**src/rtl/alu_dispatch.sv**
```systemverilog
// Single-transaction ALU dispatcher: pops one operand word from FIFO_IN,
// computes ADD/SUB/AND/XOR and pushes {id, result} into FIFO_OUT.
module alu_dispatch #(
  parameter int DATA_SIZE      = 16,
  parameter int ID_SIZE        = 8,
  parameter int OPERATION_SIZE = 2,
  localparam int FIFO_IN_WIDTH  = 2 * DATA_SIZE + ID_SIZE + OPERATION_SIZE,
  localparam int FIFO_OUT_WIDTH = ID_SIZE + DATA_SIZE + 1
) (
  input  logic                      clk,
  input  logic                      rst,
  input  logic [FIFO_IN_WIDTH-1:0]  fifo_in_data,
  input  logic                      fifo_in_empty,
  output logic                      fifo_in_r_en,
  input  logic                      fifo_out_full,
  output logic                      fifo_out_w_en,
  output logic [FIFO_OUT_WIDTH-1:0] fifo_out_wdata,
  output logic                      busy,
  output logic [15:0]               done_count
);

  localparam logic [2:0] StIdle    = 3'd0;
  localparam logic [2:0] StRead    = 3'd1;
  localparam logic [2:0] StCapture = 3'd2;
  localparam logic [2:0] StExec    = 3'd3;
  localparam logic [2:0] StWrite   = 3'd4;

  localparam int IdLsb = OPERATION_SIZE;
  localparam int ALsb  = OPERATION_SIZE + ID_SIZE;
  localparam int BLsb  = OPERATION_SIZE + ID_SIZE + DATA_SIZE;

  logic [2:0]                state_q, state_d;
  logic [OPERATION_SIZE-1:0] op_q;
  logic [ID_SIZE-1:0]        id_q;
  logic [DATA_SIZE-1:0]      a_q, b_q;
  logic [DATA_SIZE:0]        result_q, result_d;
  logic [15:0]               done_count_q;
  logic                      push;

  always_comb begin
    state_d = state_q;
    unique case (state_q)
      StIdle:    if (!fifo_in_empty) state_d = StRead;
      StRead:    state_d = StCapture;
      StCapture: state_d = StExec;
      StExec:    state_d = StWrite;
      StWrite:   if (!fifo_out_full) state_d = StIdle;
      default:   state_d = StIdle;
    endcase
  end

  // Carry / borrow fall out of the extra MSB on the zero-extended operands.
  always_comb begin
    result_d = '0;
    case (op_q)
      OPERATION_SIZE'(0): result_d = {1'b0, a_q} + {1'b0, b_q};
      OPERATION_SIZE'(1): result_d = {1'b0, a_q} - {1'b0, b_q};
      OPERATION_SIZE'(2): result_d = {1'b0, a_q & b_q};
      OPERATION_SIZE'(3): result_d = {1'b0, a_q ^ b_q};
      default:            result_d = '0;
    endcase
  end

  assign push = (state_q == StWrite) && !fifo_out_full;

  always_ff @(posedge clk) begin
    if (rst) begin
      state_q      <= StIdle;
      op_q         <= '0;
      id_q         <= '0;
      a_q          <= '0;
      b_q          <= '0;
      result_q     <= '0;
      done_count_q <= '0;
    end else begin
      state_q <= state_d;
      // Read data is valid the cycle after the pop strobe, i.e. during CAPTURE.
      if (state_q == StCapture) begin
        op_q <= fifo_in_data[OPERATION_SIZE-1:0];
        id_q <= fifo_in_data[IdLsb +: ID_SIZE];
        a_q  <= fifo_in_data[ALsb +: DATA_SIZE];
        b_q  <= fifo_in_data[BLsb +: DATA_SIZE];
      end
      if (state_q == StExec) result_q <= result_d;
      if (push) done_count_q <= done_count_q + 16'd1;
    end
  end

  assign fifo_in_r_en   = (state_q == StRead);
  assign fifo_out_w_en  = push;
  assign fifo_out_wdata = {id_q, result_q};
  assign busy           = (state_q != StIdle);
  assign done_count     = done_count_q;

endmodule
```
**config.mk**
```make
export PLATFORM = sky130hd
export DESIGN_NAME = alu_dispatch
export DESIGN_NICKNAME = d
export VERILOG_FILES = /design/src/rtl/alu_dispatch.sv
export SDC_FILE = /design/constraint.sdc
export NUM_CORES = 1
export LEC_CHECK = 0
export CAP_MARGIN = 20
export CORE_UTILIZATION = 45
export DETAILED_ROUTE_END_ITERATION = 6
export GPL_ROUTABILITY_DRIVEN = 0
export PLACE_DENSITY = 0.67
export SLEW_MARGIN = 10
export SYNTH_ARGS = -nofsm -noshare
export SYNTH_HDL_FRONTEND = slang
export SYNTH_SLANG_ARGS = --single-unit
```
**constraint.sdc**
```tcl
create_clock -name clk -period 7.15 [get_ports clk]
set_input_delay 0.715 -clock clk [delete_from_list [all_inputs] [get_ports clk]]
set_output_delay 0.715 -clock clk [all_outputs]
set_load 0.05 [all_outputs]
```
; Yosys cells after proc, flatten, opt, wreduce, memory -nomap -nowiden
; Index checks and enable logic that the tools add are counted.
[op_classes]
n_addsub = 3
n_eq_ne = 9
mux = 4
bitwise_logic = 2
n_reduce_logical = 6
[op_table]
columns = operator, n
row1 = $pmux 17 s4, 1
row2 = $add 16x16->17, 1
row3 = $sub 16x16->17, 1
row4 = $add 16x1->16 const B, 1
row5 = $and 16x16->16, 1
row6 = $xor 16x16->16, 1
row7 = $pmux 3 s5, 1
row8 = $eq 3x2->1 const B, 2
row9 = $mux 3, 2
row10 = $eq 2x2->1 const B, 2
row11 = $ne 2x2->1 const B, 2
row12 = $eq 3x1->1 const B, 1
row13 = $eq 3x3->1 const B, 1
row14 = $logic_not 3->1, 1
row15 = $reduce_bool 3->1, 1
row16 = $eq 2x1->1 const B, 1
row17 = $logic_not 2->1, 1
row18 = $reduce_and 2->1, 1
row19 = $logic_and 1x1->1, 1
row20 = $logic_not 1->1, 1
[word_totals]
regBits = 78
in_bits = 46
out_inout_bits = 44
elab_cells = 31

; Depth between registers and ports, before layout
; Gate-level depths: netlist of run 1.
[depth]
word_depth = 3
depth_mapped = 13
depth_no_buf = 12

; Worst setup path before layout of run 1
; Ideal clock, no wire load.
[synth_path]
path_kind = register -> register
start = register b_q[0]
end = register result_q[15]
setup_time_ns = 0.120
arrival_ns = 2.898
t_required_ns = 7.030
setup_slack_ns = 4.133
stages_incl_launch_ff = 13
path_buffers = 0
synth_period_minus_slack_ns = 3.017
cell_sequence = dfxtp_1 -> inv_1 -> ha_1 -> nor3b_1 -> nand3b_1 -> o41ai_1 -> xor2_1 -> ha_1 -> and3_1 -> and2_1 -> a221oi_1 -> o31ai_1 -> a211o_1
[synth_between]
elab_chain_len = 2
word_cells_on_any_way = 3
classes_between = add/sub: 2 / mux: 1
[synth_rtl]
columns = element, line_no
row1 = "start, declared", 35  ; logic [DATA_SIZE-1:0] a_q, b_q;
row2 = "start signal, assigned", 82  ; b_q <= fifo_in_data[BLsb +: DATA_SIZE];
row3 = $sub 16x16->17 / $add 16x16->17 (equally long branches), "57, 56"
row4 = $pmux 17 s4 *, 55  ; case (op_q)
row5 = "end signal, assigned", 84  ; if (state_q == StExec) result_q <= result_d;
row6 = "end, declared", 36  ; logic [DATA_SIZE:0] result_q, result_d;
; Every way passes the cells marked *; elsewhere a longest branch is shown, timed or not.
; A chain may end at the register's enable or synchronous reset.

; Worst setup path in the final report of run 1
[layout_path]
start = register op_q[0]
end = register result_q[5]
[layout_between]
elab_chain_len = 2
word_cells_on_any_way = 5
classes_between = eq/ne: 3 / mux: 1 / reduce/logical: 1
[layout_rtl]
columns = element, line_no
row1 = "start, declared", 33  ; logic [OPERATION_SIZE-1:0] op_q;
row2 = "start signal, assigned", 79  ; op_q <= fifo_in_data[OPERATION_SIZE-1:0];
row3 = "$eq 2x2->1, or another cell as far along", 55
row4 = $pmux 17 s4 *, 55
; Marks and branches as above.

==> results.yml, run 1 <==
die:
  die_area_um2: 10510
  die_w_um: 102.5
  ioPinCount: 90
  fp.dieH_um: 102.5
  design.core.area_um2: 9774
  num_rows: 36
  start_util: 0.4652
clock_network:
  htree_num_levels: 3
  total_cts_buffers: 9
  clkSinkCount: 78
  postCtsSetupRepairBufs: 0
  postCtsResizedCells: 0
  worst_skew_pair.late_latency_ps: 360
  cts_tree: "yes"
  clock_tree.root_cell: "sky130_fd_sc_hd__clkbuf_8"
  cts-hold-fix-buffers: 0
  cts.path.max_buffers: 2
  clock_transition_time_at_the_flip_flop_clock_pins_of_the_worst_setup_and_hold_paths_ps: 90
pwr:
  finalPower_mw: 1.415
  worst_ir_drop_vdd_mv: 0.09561
  p_leak_nw: 2.129
  power_density_nw_per_um2: 246.6
  internal_power_mw: 0.8834
  pwr-share-seq: 0.345
  clock_network_fraction_of_design_power: 0.269
  total_switching_power_mw: 0.5319
  fraction_of_power_consumed_by_combinational_cells: 0.386
  swShare: 0.3758
drt:
  wirelength_mm: 11.75
  vias: 4284
  top_layer_used: "met4"
  drt_first_iter_violations: 171
  met3WireLength_um: 799
  route.antenna.remaining_nets: 0
  wl_met2_mm: 5.076
  routed_via_density: 5.506
  post-route-drc-count: 0
  drtPass1Iterations: 5
  wire_per_inst_um: 15.10
  wirelength_met1_mm: 5.726
timing:
  timing.final.max_slew_violations: 0
  setup_repair_after_global_routing_missed_its_margin: "false"
  clock-skew-final_ps: 13.97
  final_hold_violating_endpoints: 0
  final.setup.tns_ps: 0
  min_period_ps: 3517
  max_freq_mhz: 284.3
  setup_violations: 0
  postLayoutSetupSlackWorst_ps: 3633
  slew_headroom: 0.3805
  period_share: 0.4919
  worstMarginPinSlew_ps: 926.4
yosys:
  post_synth_inst_count: 566
  netlist_area_um2: 4547
  synth-edff-count: 0
  syn-mean-instance-area_um2: 8.033
  sequential_element_share_of_the_synthesized_area: 0.3434
  synth_ff_type: "sky130_fd_sc_hd__dfxtp_1"
  synth.lib_cells_used.distinct: 59
  synth.area.top_cells: "sky130_fd_sc_hd__dfxtp_1 34%, sky130_fd_sc_hd__nand2_1 9.5%, sky130_fd_sc_hd__ha_1 9.4%, sky130_fd_sc_hd__a21oi_1 8.1%, sky130_fd_sc_hd__xor2_1 4.0%"
  syn-num-nets: 647
  synth.ff_latch_count: 78
  yosys_warnings: 0
  async_reset_ff_frac: 0
  area_share_of_the_leading_cell_type_in_the_synthesized_netlist: 0.3434
  synthDominantAreaCellType: "sky130_fd_sc_hd__dfxtp_1"
critical_path:
  worstPathRequired_ps: 7410
  end_kind: "flop"
  regToRegEndpoint: "result_q[5]"
  worstSetupPathType: "reg2reg"
  arrival_ps: 3780
  cpPeakStageDelay_ps: 910
  cp_cell_sequence: "nor2b_1 > mux2i_1 > ha_1 > nor2b_1 > o2111ai_1 > a21boi_0 > or3b_2 > a311oi_1"
  r2r_cells: 8
  timing.critical_path.mode_cell: "sky130_fd_sc_hd__nor2b_1"
  setup.worst_path.start_class: "flop"
  rrSetupSlack_ps: 3630
  worstSetupPathDepth: 8
  worst-path-buf-inv: 0
  worst_path_dominant_cell_family: "simple AND/OR/NAND/NOR gates"
  reg_to_reg_critical_path_startpoint: "op_q[0]"
  critical_path_s_slowest_cell: "sky130_fd_sc_hd__dfxtp_1"
  crit_fanout: 20
global_routing:
  antenna_violations_before_repair: 0
  grtUsageTotal: 0.2343
  wire_length_of_the_first_global_routing_pass_mm: 19.30
  globalRoute.totalOverflow: 0
  pin_count_of_the_biggest_net_entering_global_routing: 81
  first_global_vias: 3908
worst_hold_path:
  hold_path.startpoint: "id_q[1]"
  min_path_cells: 2
  worstHoldEndpoint: "id_q[1]"
  worst_hold_path_type: "reg2reg"
outcome:
  run_status: "completed"
cells_and_area:
  filler_cell_count_in_the_final_layout: 916
  syn2layout_area_growth_pct: 26.25
  design.final.nets: 721
  multiInputGateArea_um2: 2829
  design_area_um2: 5741
  antennaDiodeCount: 0
  drive_gt1_frac: 0.05581
  final-seq-area_um2: 1562
place:
  dp_slack_ps: 3675
  port-buffer-count: 89
  detailed_place_hpwl_mm: 8.569
  place_area_um2: 5518
job:
  maxCapViolCount: 0
routing by layer:
| layer | track usage | vias to the layer above |
|---|---|---|
| li1 | - | 2155 |
| met1 | 0.3361 | 1977 |
| met2 | 0.3472 | 139 |
| met3 | 0.04542 | 13 |
| met4 | 0.08462 | 0 |
| met5 | 0 | - |
cell usage after synthesis (3+ instances only):
cell type,instances
sky130_fd_sc_hd__nand2_1,115
sky130_fd_sc_hd__dfxtp_1,78
sky130_fd_sc_hd__a21oi_1,74
sky130_fd_sc_hd__nor2_1,38
sky130_fd_sc_hd__ha_1,34
sky130_fd_sc_hd__clkbuf_1,24
sky130_fd_sc_hd__xor2_1,21
sky130_fd_sc_hd__o21ai_0,13
sky130_fd_sc_hd__xnor2_1,13
sky130_fd_sc_hd__mux2i_1,12
sky130_fd_sc_hd__nand3_1,12
sky130_fd_sc_hd__nor3_1,10
sky130_fd_sc_hd__inv_1,9
sky130_fd_sc_hd__nand4_1,8
sky130_fd_sc_hd__and3_1,7
sky130_fd_sc_hd__buf_2,6
sky130_fd_sc_hd__o21a_1,6
sky130_fd_sc_hd__a211oi_1,5
sky130_fd_sc_hd__nor2b_1,5
sky130_fd_sc_hd__o211ai_1,5
sky130_fd_sc_hd__mux2_2,4
sky130_fd_sc_hd__nand3b_1,4
sky130_fd_sc_hd__nor4_1,4
sky130_fd_sc_hd__o31ai_1,4
sky130_fd_sc_hd__a211o_1,3
sky130_fd_sc_hd__a21o_1,3
sky130_fd_sc_hd__a311oi_1,3
sky130_fd_sc_hd__or3_1,3
how the worst max path moves through the flow:
stage | to | from
after floorplan | result_q[15] | b_q[0]
after global placement | result_q[14] | op_q[0]
after detailed placement | result_q[5] | op_q[0]
after CTS | result_q[5] | op_q[0]
after global routing | result_q[15] | op_q[0]
final | result_q[5] | op_q[0]
cell usage in the layout (no fill, tap or decap), types with 3 or more instances in the layout:
cell,netlist,layout
sky130_fd_sc_hd__clkbuf_8,0,10
sky130_fd_sc_hd__nand3b_1,4,4
sky130_fd_sc_hd__xnor2_1,13,13
sky130_fd_sc_hd__mux2_2,4,4
sky130_fd_sc_hd__o31ai_1,4,4
sky130_fd_sc_hd__o21ai_0,13,13
sky130_fd_sc_hd__nor2_1,38,38
sky130_fd_sc_hd__nor3_1,10,9
sky130_fd_sc_hd__buf_4,0,5
sky130_fd_sc_hd__a211o_1,3,3
sky130_fd_sc_hd__xor2_1,21,21
sky130_fd_sc_hd__o21a_1,6,6
sky130_fd_sc_hd__inv_1,9,9
sky130_fd_sc_hd__dfxtp_1,78,78
sky130_fd_sc_hd__nor4_1,4,4
sky130_fd_sc_hd__a21o_1,3,3
sky130_fd_sc_hd__nor2b_1,5,5
sky130_fd_sc_hd__a211oi_1,5,5
sky130_fd_sc_hd__nand2_1,115,115
sky130_fd_sc_hd__a21oi_1,74,74
sky130_fd_sc_hd__or3_1,3,3
sky130_fd_sc_hd__ha_1,34,34
sky130_fd_sc_hd__mux2i_1,12,12
sky130_fd_sc_hd__o211ai_1,5,5
sky130_fd_sc_hd__a311oi_1,3,3
sky130_fd_sc_hd__nand4_1,8,8
sky130_fd_sc_hd__and3_1,7,7
sky130_fd_sc_hd__clkdlybuf4s50_1,0,88
sky130_fd_sc_hd__nand3_1,12,12
flip-flops by register name, summed over array words and instances (netlist names):
register,count
done_count,16
result_q,17
id_q,8
a_q,16
b_q,16
state_q,3
op_q,2
worst reg2reg max path, delay by kind of cell, from the launching register on:
kind | cells | cell delay (ps)
AND/OR/NAND/NOR | 3 | 1110
flip-flops | 1 | 910
AO/OA/AOI/OAI | 3 | 730
multiplexers | 1 | 370
adder cells (fa/ha/maj) | 1 | 310
final cells by class:
cell class / instances / area share
Multi-Input combinational cell: 447 / 0.4928
Sequential cell: 78 / 0.2720
Timing Repair Buffer: 94 / 0.1609
Tap cell: 133 / 0.02899
Clock buffer: 11 / 0.02463
Clock inverter: 5 / 0.01417
Inverter: 10 / 0.006539
stage by stage:
step                      hold slack (ps)  utilization  instances
after global placement              440.7       0.5645        762
after detailed placement            447.9       0.5645        762
after floorplan                     453.6            -        566
final                               456.3       0.5873        778
after CTS                           458.3       0.5873        778
after global routing                483.4       0.5873        778
cell families (layout without fill, tap and decap cells):
family	after synthesis	in the layout	synth area share
AOI/OAI and AO/OA	142	142	0.1979
xor gates and xnor gates	34	34	0.06549
adders and majority gates	35	35	0.09796
buffers and inverters	41	120	0.03550
DFF	78	78	0.3434
muxes	16	16	0.03632
and+or+nand+nor	220	220	0.2234
power by group through the flow:
stage               registers [mW]  clock network, mW  logic, mW
detailed placement           0.498                  0      0.535
global route                 0.492              0.408      0.602
finish                       0.488              0.381      0.546
CTS                          0.488              0.389      0.539
global placement             0.497                  0      0.528
floorplan                    0.517                  0      0.376
No activity file was read; power rests on OpenSTA's default activity.
==> run 2, diff against run 1 <==
clock period = 3.55 ns   (was 7.15 ns; I/O delays follow)
==> run 2 against run 1 <==
Compared with the run above: sequential power is 100% higher; final cell count is 0.26% higher; sequential share of layout area hardly changed; power is 99% higher; via count is 0.40% higher; first-iteration DRC count is 34% higher; critical path depth is 5 higher; register-to-register slack worse by 3400 ps; utilization is 0.10 points higher; critical endpoint is now result_q[15]; highest routed layer unchanged.
==> results.yml, run 2 (same netlist as run 1, synthesis figures left out) <==
worst_hold_path:
  min_path_cells: 2
  hold_path.startpoint: "id_q[5]"
  worstHoldEndpoint: "id_q[5]"
  worst_hold_path_type: "reg2reg"
die:
  num_rows: 36
  design.core.area_um2: 9774
  die_area_um2: 10510
  ioPinCount: 90
  fp.dieH_um: 102.5
  start_util: 0.4652
  die_w_um: 102.5
global_routing:
  pin_count_of_the_biggest_net_entering_global_routing: 80
  globalRoute.totalOverflow: 0
  wire_length_of_the_first_global_routing_pass_mm: 19.32
  antenna_violations_before_repair: 0
  first_global_vias: 3980
  grtUsageTotal: 0.2348
cells_and_area:
  design.final.nets: 723
  final-seq-area_um2: 1562
  drive_gt1_frac: 0.06028
  syn2layout_area_growth_pct: 26.47
  antennaDiodeCount: 0
  mostFrequentLayoutCells: "115 x sky130_fd_sc_hd__nand2_1, 88 x sky130_fd_sc_hd__clkdlybuf4s50_1, 78 x sky130_fd_sc_hd__dfxtp_1"
  mostFrequentLayoutCell: "sky130_fd_sc_hd__nand2_1"
  fin_cells: 780
  flip_flop_count_of_the_largest_register_after_layout: 17
  multiInputGateArea_um2: 2830
  largest_register: "result_q"
  filler_cell_count_in_the_final_layout: 930
critical_path:
  worstPathRequired_ps: 3810
  worst-path-buf-inv: 2
  worstSetupPathType: "reg2reg"
  regToRegEndpoint: "result_q[15]"
  worst_path_dominant_cell_family: "compound AO/OA/AOI/OAI gates"
  crit_fanout: 7
  rrSetupSlack_ps: 260
  timing.critical_path.mode_cell: "sky130_fd_sc_hd__ha_1"
  cp_cell_sequence: "inv_1 > ha_1 > nor3b_1 > buf_4 > nand3b_1 > o41ai_1 > xor2_1 > ha_1 > and3_1 > and2_1 > a221oi_1 > o31ai_1 > a211o_1"
  worstSetupPathDepth: 13
  cpPeakStageDelay_ps: 380
  setup.worst_path.start_class: "flop"
  r2r_cells: 13
  reg_to_reg_critical_path_startpoint: "b_q[0]"
  critical_path_s_slowest_cell: "sky130_fd_sc_hd__dfxtp_1"
  end_kind: "flop"
  arrival_ps: 3550
timing:
  final_hold_violating_endpoints: 0
  slew_headroom: 0.3546
  worstMarginPinSlew_ps: 965.2
  timing.final.max_slew_violations: 0
  final.setup.tns_ps: 0
  setup_violations: 0
  max_freq_mhz: 304.0
  clock-skew-final_ps: 12.55
  setup_repair_after_global_routing_missed_its_margin: "false"
  min_period_ps: 3289
  period_share: 0.9265
drt:
  routed_via_density: 5.514
  wirelength_mm: 11.77
  vias: 4301
  post-route-drc-count: 0
  drtPass1Iterations: 5
  route.antenna.remaining_nets: 0
  drt_first_iter_violations: 229
  wire_per_inst_um: 15.08
clock_network:
  total_cts_buffers: 9
  htree_num_levels: 3
  postCtsResizedCells: 0
  clock_tree.root_cell: "sky130_fd_sc_hd__clkbuf_8"
  cts-hold-fix-buffers: 0
  postCtsSetupRepairBufs: 0
  cts_tree: "yes"
  clkSinkCount: 78
  cts.path.max_buffers: 2
  clock_transition_time_at_the_flip_flop_clock_pins_of_the_worst_setup_and_hold_paths_ps: 90
  worst_skew_pair.late_latency_ps: 360
place:
  dpl.cell_count: 764
  detailed_place_hpwl_mm: 8.674
  port-buffer-count: 89
pwr:
  worst_ir_drop_vdd_mv: 0.2360
  power_density_nw_per_um2: 490.3
  p_leak_nw: 2.139
job:
  maxCapViolCount: 0
outcome:
  run_status: "completed"
## run 2: worst max path at each step
stage	start	endpoint	slack [ps]
floorplan	b_q[0]	result_q[15]	530
global placement	b_q[0]	result_q[13]	310
detailed placement	b_q[0]	result_q[13]	270
CTS	b_q[0]	result_q[13]	280
global route	b_q[0]	result_q[15]	50
finish	b_q[0]	result_q[15]	260
## run 2: layout make-up
class,instances,area share
sequential,78,0.2715
clock inverter,5,0.01131
timing repair buffer,96,0.1632
clock buffer,11,0.02633
tap,133,0.02894
multi-input combinational,447,0.4922
inverter,10,0.006527
## run 2: worst min-delay path: cells and delay by family (launching register included)
family | cells | cell delay (ps)
simple gates | 1 | 50
compound gates | 1 | 50
flops | 1 | 320
## run 2: power by group
| group | total (mW) | switching, mW | internal (mW) | leakage [nW] |
|---|---|---|---|---|
| registers | 0.980 | 0.0577 | 0.923 | 0.632 |
| clock network | 0.725 | 0.356 | 0.370 | 0.110 |
| logic | 1.11 | 0.670 | 0.444 | 1.40 |
| total | 2.82 | 1.08 | 1.74 | 2.14 |
## run 2: per-layer routing
metal	part of all wire	wire, um	track usage	vias to the layer above
met5	0	0	0	-
met1	0.50	5840	0.3377	1963
met4	0.014	165	0.08791	0
met2	0.43	5014	0.3503	156
li1	-	-	-	2166
met3	0.063	744	0.04000	16
## run 2: through the flow
step	utilization	instance area, um2	total power, mW	hold WS (ps)	worst slack, ps
floorplan	-	4547	1.797	453.6	532.8
global placement	0.5661	5533	2.070	440.6	313.2
detailed placement	0.5661	5533	2.087	449.2	272.8
CTS	0.5882	5749	2.816	460.5	276.1
global route	0.5883	5751	2.997	479.1	53.08
finish	0.5883	5751	2.820	457.5	260.9
==> run 3, diff against run 2 <==
==> constraint.sdc (replaced) <==
create_clock -name clk -period 3.55 [get_ports clk]
set_input_delay 0.355 -clock clk [delete_from_list [all_inputs] [get_ports clk]]
set_output_delay 0.355 -clock clk [all_outputs]
set_load 0.01 [all_outputs]
==> results of run 3 <==
The final DEF is identical to that of run 2. Status: completed.
Main changes from that run: total power 2.820 mW -> 2.753 mW; worst IR drop on VDD 0.2360 mV -> 0.2341 mV
